[src/rtl/hazard_ctrl.sv]
// Pipeline hazard controller: load-use bubbles, taken-branch flush, data-memory wait.
// Stage sel/pc_en outputs are combinational; state and counters update on clk_i.
module hazard_ctrl #(
    parameter int unsigned LU_BUBBLES  = 2,
    parameter int unsigned MEM_TIMEOUT = 255,
    parameter int unsigned CNT_W       = 32
) (
    input  logic             clk_i,
    input  logic             rst_ni,
    input  logic [4:0]       ifid_rs1_adi,
    input  logic [4:0]       ifid_rs2_adi,
    input  logic [4:0]       idex_rd_adi,
    input  logic             idex_rd_wreni,
    input  logic             idex_mem_rdi,
    input  logic             br_seli,
    input  logic             exmem_acci,
    input  logic             mem_rdyi,
    output logic             pc_en_o,
    output logic [1:0]       ifid_sel_o,
    output logic [1:0]       idex_sel_o,
    output logic [1:0]       exmem_sel_o,
    output logic [1:0]       memwb_sel_o,
    output logic [CNT_W-1:0] stall_cnt_o,
    output logic [CNT_W-1:0] flush_cnt_o,
    output logic             err_o
);

    typedef enum logic {RUN, LU_STALL} state_t;

    localparam logic [1:0]       SEL_LOAD = 2'b00;
    localparam logic [1:0]       SEL_HOLD = 2'b01;
    localparam logic [1:0]       SEL_CLR  = 2'b11;
    localparam logic [2:0]       LU_INIT  = 3'(LU_BUBBLES - 1);
    localparam logic [7:0]       TMO      = 8'(MEM_TIMEOUT);
    localparam logic [CNT_W-1:0] CNT_ONE  = CNT_W'(1);

    state_t           state_q, state_d;
    logic [2:0]       bub_q, bub_d;
    logic [7:0]       wait_q, wait_d;
    logic             err_q, err_d;
    logic [CNT_W-1:0] stall_q, stall_d;
    logic [CNT_W-1:0] flush_q, flush_d;

    logic             lu_hit;
    logic             mem_wait;
    logic             pc_en;
    logic [1:0]       ifid_sel, idex_sel, exmem_sel, memwb_sel;

    assign lu_hit = idex_mem_rdi & idex_rd_wreni & (idex_rd_adi != 5'd0) &
                    ((idex_rd_adi == ifid_rs1_adi) | (idex_rd_adi == ifid_rs2_adi));
    assign mem_wait = exmem_acci & ~mem_rdyi;

    always_comb begin
        state_d   = state_q;
        bub_d     = bub_q;
        wait_d    = 8'd0;
        err_d     = err_q;
        stall_d   = stall_q;
        flush_d   = flush_q;
        pc_en     = 1'b1;
        ifid_sel  = SEL_LOAD;
        idex_sel  = SEL_LOAD;
        exmem_sel = SEL_LOAD;
        memwb_sel = SEL_LOAD;

        if (mem_wait) begin
            pc_en     = 1'b0;
            ifid_sel  = SEL_HOLD;
            idex_sel  = SEL_HOLD;
            exmem_sel = SEL_HOLD;
            memwb_sel = SEL_CLR;
            // Wait counter parks at its maximum so a long wait cannot wrap.
            wait_d = (wait_q == 8'hFF) ? wait_q : wait_q + 8'd1;
            if (wait_d >= TMO) begin
                err_d = 1'b1;
            end
        end else if (br_seli) begin
            ifid_sel = SEL_CLR;
            idex_sel = SEL_CLR;
            flush_d  = (flush_q == '1) ? flush_q : flush_q + CNT_ONE;
            state_d  = RUN;
            bub_d    = 3'd0;
        end else if (state_q == LU_STALL || lu_hit) begin
            pc_en    = 1'b0;
            ifid_sel = SEL_HOLD;
            idex_sel = SEL_CLR;
            if (state_q == LU_STALL) begin
                if (bub_q == 3'd1) begin
                    state_d = RUN;
                    bub_d   = 3'd0;
                end else begin
                    bub_d = bub_q - 3'd1;
                end
            end else if (LU_BUBBLES > 1) begin
                state_d = LU_STALL;
                bub_d   = LU_INIT;
            end
        end

        if (!pc_en) begin
            stall_d = (stall_q == '1) ? stall_q : stall_q + CNT_ONE;
        end
    end

    always_ff @(posedge clk_i or negedge rst_ni) begin
        if (!rst_ni) begin
            state_q <= RUN;
            bub_q   <= 3'd0;
            wait_q  <= 8'd0;
            err_q   <= 1'b0;
            stall_q <= '0;
            flush_q <= '0;
        end else begin
            state_q <= state_d;
            bub_q   <= bub_d;
            wait_q  <= wait_d;
            err_q   <= err_d;
            stall_q <= stall_d;
            flush_q <= flush_d;
        end
    end

    // Every stage register is cleared and fetch held while reset is asserted.
    assign pc_en_o     = rst_ni & pc_en;
    assign ifid_sel_o  = rst_ni ? ifid_sel  : SEL_CLR;
    assign idex_sel_o  = rst_ni ? idex_sel  : SEL_CLR;
    assign exmem_sel_o = rst_ni ? exmem_sel : SEL_CLR;
    assign memwb_sel_o = rst_ni ? memwb_sel : SEL_CLR;
    assign stall_cnt_o = stall_q;
    assign flush_cnt_o = flush_q;
    assign err_o       = err_q;

endmodule

[config.mk]
export PLATFORM = sky130hd
export DESIGN_NAME = hazard_ctrl
export DESIGN_NICKNAME = d
export VERILOG_FILES = /design/src/rtl/hazard_ctrl.sv
export SDC_FILE = /design/constraint.sdc
export NUM_CORES = 1
export LEC_CHECK = 0
export ABC_AREA = 1
export CAP_MARGIN = 20
export CORE_MARGIN = 1.5
export CORE_UTILIZATION = 50
export CTS_CLUSTER_DIAMETER = 100
export DETAILED_ROUTE_END_ITERATION = 6
export DONT_BUFFER_PORTS = 1
export GPL_TIMING_DRIVEN = 0
export HOLD_SLACK_MARGIN = 0.02
export PLACE_DENSITY = 0.65
export SYNTH_ARGS = -nofsm -noshare
export SYNTH_HDL_FRONTEND = slang
export SYNTH_SLANG_ARGS = --single-unit
[constraint.sdc]
create_clock -name clk_i -period 5 [get_ports clk_i]
set_input_delay 1 -clock clk_i [delete_from_list [all_inputs] [get_ports clk_i]]
set_output_delay 1 -clock clk_i [all_outputs]
set_load 0.005 [all_outputs]
After elaboration in Yosys (flattened, before gate mapping)
Cells that the tools add are included.

operators by class
  eq/ne operators = 6
  mux-type cells = 25
  bitwise gates (word level) = 11
  add/subtract/negate cells = 4
  magnitude comparators = 1
  reduce and logical (&&, ||, !) cells = 7

operators with widths
  operator                                                   count
  adder 32 x 1 -> 32 bit (second input constant)             2
  equality test 32 bit (second input constant)               2
  2-to-1 mux 2 bit                                           10
  2-to-1 mux 8 bit                                           2
  2-to-1 mux 3 bit                                           4
  equality test 5 bit                                        2
  2-to-1 mux 1 bit                                           9
  adder 8 x 1 -> 8 bit (second input constant)               1
  equality test 8 bit (second input constant)                1
  greater-or-equal comparator 8 bit (second input constant)  1
  AND reduction 2 bit                                        3
  bitwise AND 1 bit                                          5
  NOT 1 bit                                                  5
  nonzero test 5 bit                                         1
  equality test 3 x 1 -> 1 bit (second input constant)       1
  AND reduction 3 bit                                        1
  subtractor 3 x 1 -> 3 bit (second input constant)          1
  nonzero test 2 bit                                         1
  logical OR 1 bit                                           1
  OR 1 bit                                                   1

word-level totals
  flip-flop bits (word level) = 77
  bits of input ports = 22
  word-level logic and storage cells = 60

Longest topological paths before layout
  depth in word-level cells = 9
  mapped depth = 13

Least setup slack after synthesis
OpenSTA, ideal clock, no wires.

  path kind = input to output
  start = in exmem_acci
  end = out pc_en_o
  setup slack = 2.055 ns
  data required time = 4.000 ns
  path buffers = 2
  stages = 7
  arrival = 1.945 ns
  cell sequence = inv_1 nor2_1 nor2_1 inv_1 buf_2 buf_1 a21oi_1

between the ends
  cells in the longest elaborated chain, start to end = 3

ends and longest elaborated chain
  element            RTL line  RTL
  start, declared    16        input logic exmem_acci,
  bitwise AND 1 bit  51        assign mem_wait = exmem_acci & ~mem_rdyi;
  2-to-1 mux 1 bit   66        if (mem_wait) begin
  bitwise AND 1 bit  124       assign pc_en_o = rst_ni & pc_en;
  end, declared      18        output logic pc_en_o,

Every way passes these cells.

Worst setup path after layout
Same ends and word-level chain as after synthesis.

==> impl_metrics.ini <==
[layout]
mostFrequentLayoutCells = nand2_1, nor2_1, dfrtp_1
area_growth_syn_to_layout_pct = 7.85
layout_commonest_cell = nand2_1
fillers = 1039
layout-drive-gt1-share = 0.0629
diodes = 0
fin_cells = 915
nNetsFinal = 801

[placed_design]
dp_hpwl_um = 10600
numPortBuffers = 0
place_congestion = 0.915
place_inst = 899

[clock_tree]
cts_hold_buf = 0
htree_levels = 3
clk_path_buf_depth = 2
root_buffer = clkbuf_8
clkLatencyLatePin_ns = 0.35
post_cts_resized = 0
cts_num_sinks = 77
cts_tree = built
post_cts_buffers = 0
cts.reportedPaths.clkPinSlew_ns = 0.08
cts-buffers-inserted = 9

[global_route]
grt_pass1_wl_um = 23000
grt_overflow = 0
grt_pass1_vias = 4857
grt_antenna_before_repair = 0
grt_usage = 0.261
grt_max_degree = 82

[job]
drv_cap = 0

[routing]
routed_wl_um = 13800
num_vias = 4856
drt_iter0_markers = 234
wire_per_inst_um = 15.1
dr.pass1.iters = 5
ant_nets = 0
vias_per_cell = 5.31
drcViolationCount = 0

[synthesis]
synthArstFlopShare = 1.00
syn-num-nets = 790
synth.area.top_cells = dfrtp_1, nand2_1, nor2_1
syn_area_um2 = 5210
synth_area_per_cell_um2 = 6.83
synth_area_leader_cell = dfrtp_1
synth_edf_count = 0
synthFlopType = dfrtp_1
ys_seq_area_frac = 0.370
yosysTopAreaCellShare = 0.370
synth_cell_types = 31
synth-seq-cells = 77
ys_warn_count = 0
syn_inst = 763

[floorplan]
die_y_um = 105
die-area_um2 = 11000
coreArea_um2 = 10200
num_rows = 37
start_util = 0.509
pin_count = 96
dieWidth_um = 105

[timing]
hold_ws_ns = 0.332
fin_crit_ns = 3.34
drv_slew = 0
setup-tns-final_ns = 0
setup_violations = 0
worst_pin_slew_ns = 0.557
skew_ns = 0.00585
max_freq_mhz = 300
relSlewSlack = 0.629
hold_violations = 0
finalCritPeriodShare = 0.667
grt_setup_unrepaired = no

[worst_hold_path]
hold_path.class = in2async

[run_status]
status = finished, final reports clean

[setup_path]
reg2reg_to = stall_cnt_o[18]
endpoint_kind = output pin
crit_end = pc_en_o
cp.required_ns = 4.00
crit_arrival_ns = 2.34
crit_fanout = 10
critPathKind = in2out
cp-startpoint = exmem_acci
critPathLaunchType = input port
r2r-start = stall_cnt_o[0]
r2r_cells = 10
regToRegSetupSlack_ns = 2.81

[power_and_ir_drop]
power_leakage_nw = 2.65
ir_drop_mv = 0.239
power.density_nw_per_um2 = 286
==> cells in the mapped netlist, drive strengths merged, types with 11 or more instances <==
library cell    n
nor3           21
o21ai          30
xnor2          11
inv            73
nand4          43
nor2           99
nand3b         12
xor2           37
buf            18
nand2         290
dfrtp          77
nand3          34
==> area by class of cell <==
cell class	instances	area (um2)	area share
well taps	136	170	0.0303
plain buffers	22	159	0.0283
inverters	74	278	0.0494
flip-flops and latches	77	1930	0.343
multi-input cells	590	2850	0.507
clock buffers	10	128	0.0227
clock inverters	6	111	0.0198
==> worst min path at each step <==
| stage | start | endpoint |
|---|---|---|
| after detailed placement | bub_q[1] | bub_q[1] |
| final | rst_ni | wait_q[6] |
| after CTS | rst_ni | wait_q[5] |
| after floorplan | bub_q[1] | bub_q[1] |
| after global routing | rst_ni | wait_q[5] |
| after global placement | err_o | err_o |
==> worst max-delay path, stage by stage <==
cell and delay (ns):
inv_1 0.02, nor2_1 0.23, nor2_1 0.16, inv_1 0.11
buf_2 0.24, buf_1 0.41, a21oi_1 0.16
==> report_power, final <==
group	switching, W	leakage [nW]	internal, W	total (W)
clock network	0.000240	0.116	0.000332	0.000572
logic	0.000158	1.50	0.0000955	0.000254
registers	0.0000985	1.04	0.000683	0.000782
total	0.000497	2.65	0.00111	0.00161
==> state kept, by name, summed over array words and instances (netlist names) <==
| register | count |
|---|---|
| flush_cnt_o | 32 |
| stall_cnt_o | 32 |
| wait_q | 8 |
| bub_q | 3 |
| err_o | 1 |
| state_q | 1 |
==> metrics by stage <==
step / utilization / worst slack (ns) / total power [W] / area, um2
floorplan: - / 2.06 / 0.000974 / 5210
global placement: 0.526 / 1.68 / 0.00104 / 5380
detailed placement: 0.526 / 1.66 / 0.00105 / 5380
CTS: 0.549 / 1.65 / 0.00163 / 5620
global route: 0.549 / 1.50 / 0.00170 / 5620
finish: 0.549 / 1.66 / 0.00161 / 5620
==> cells by family after synthesis <==
group / synth area share
xor gates and xnor gates: 0.0807
adders and majority gates: 0.0120
buffers and inverters: 0.0838
and+or+nand+nor: 0.419
AOI/OAI and AO/OA: 0.0348
DFF: 0.370
==> metal layers <==
metal	part of all wire	track usage
met1	0.41	0.303
met5	0	0
met4	0.021	0.109
met3	0.060	0.0655
met2	0.51	0.456
Note: power is estimated with default switching activity, not from simulation.
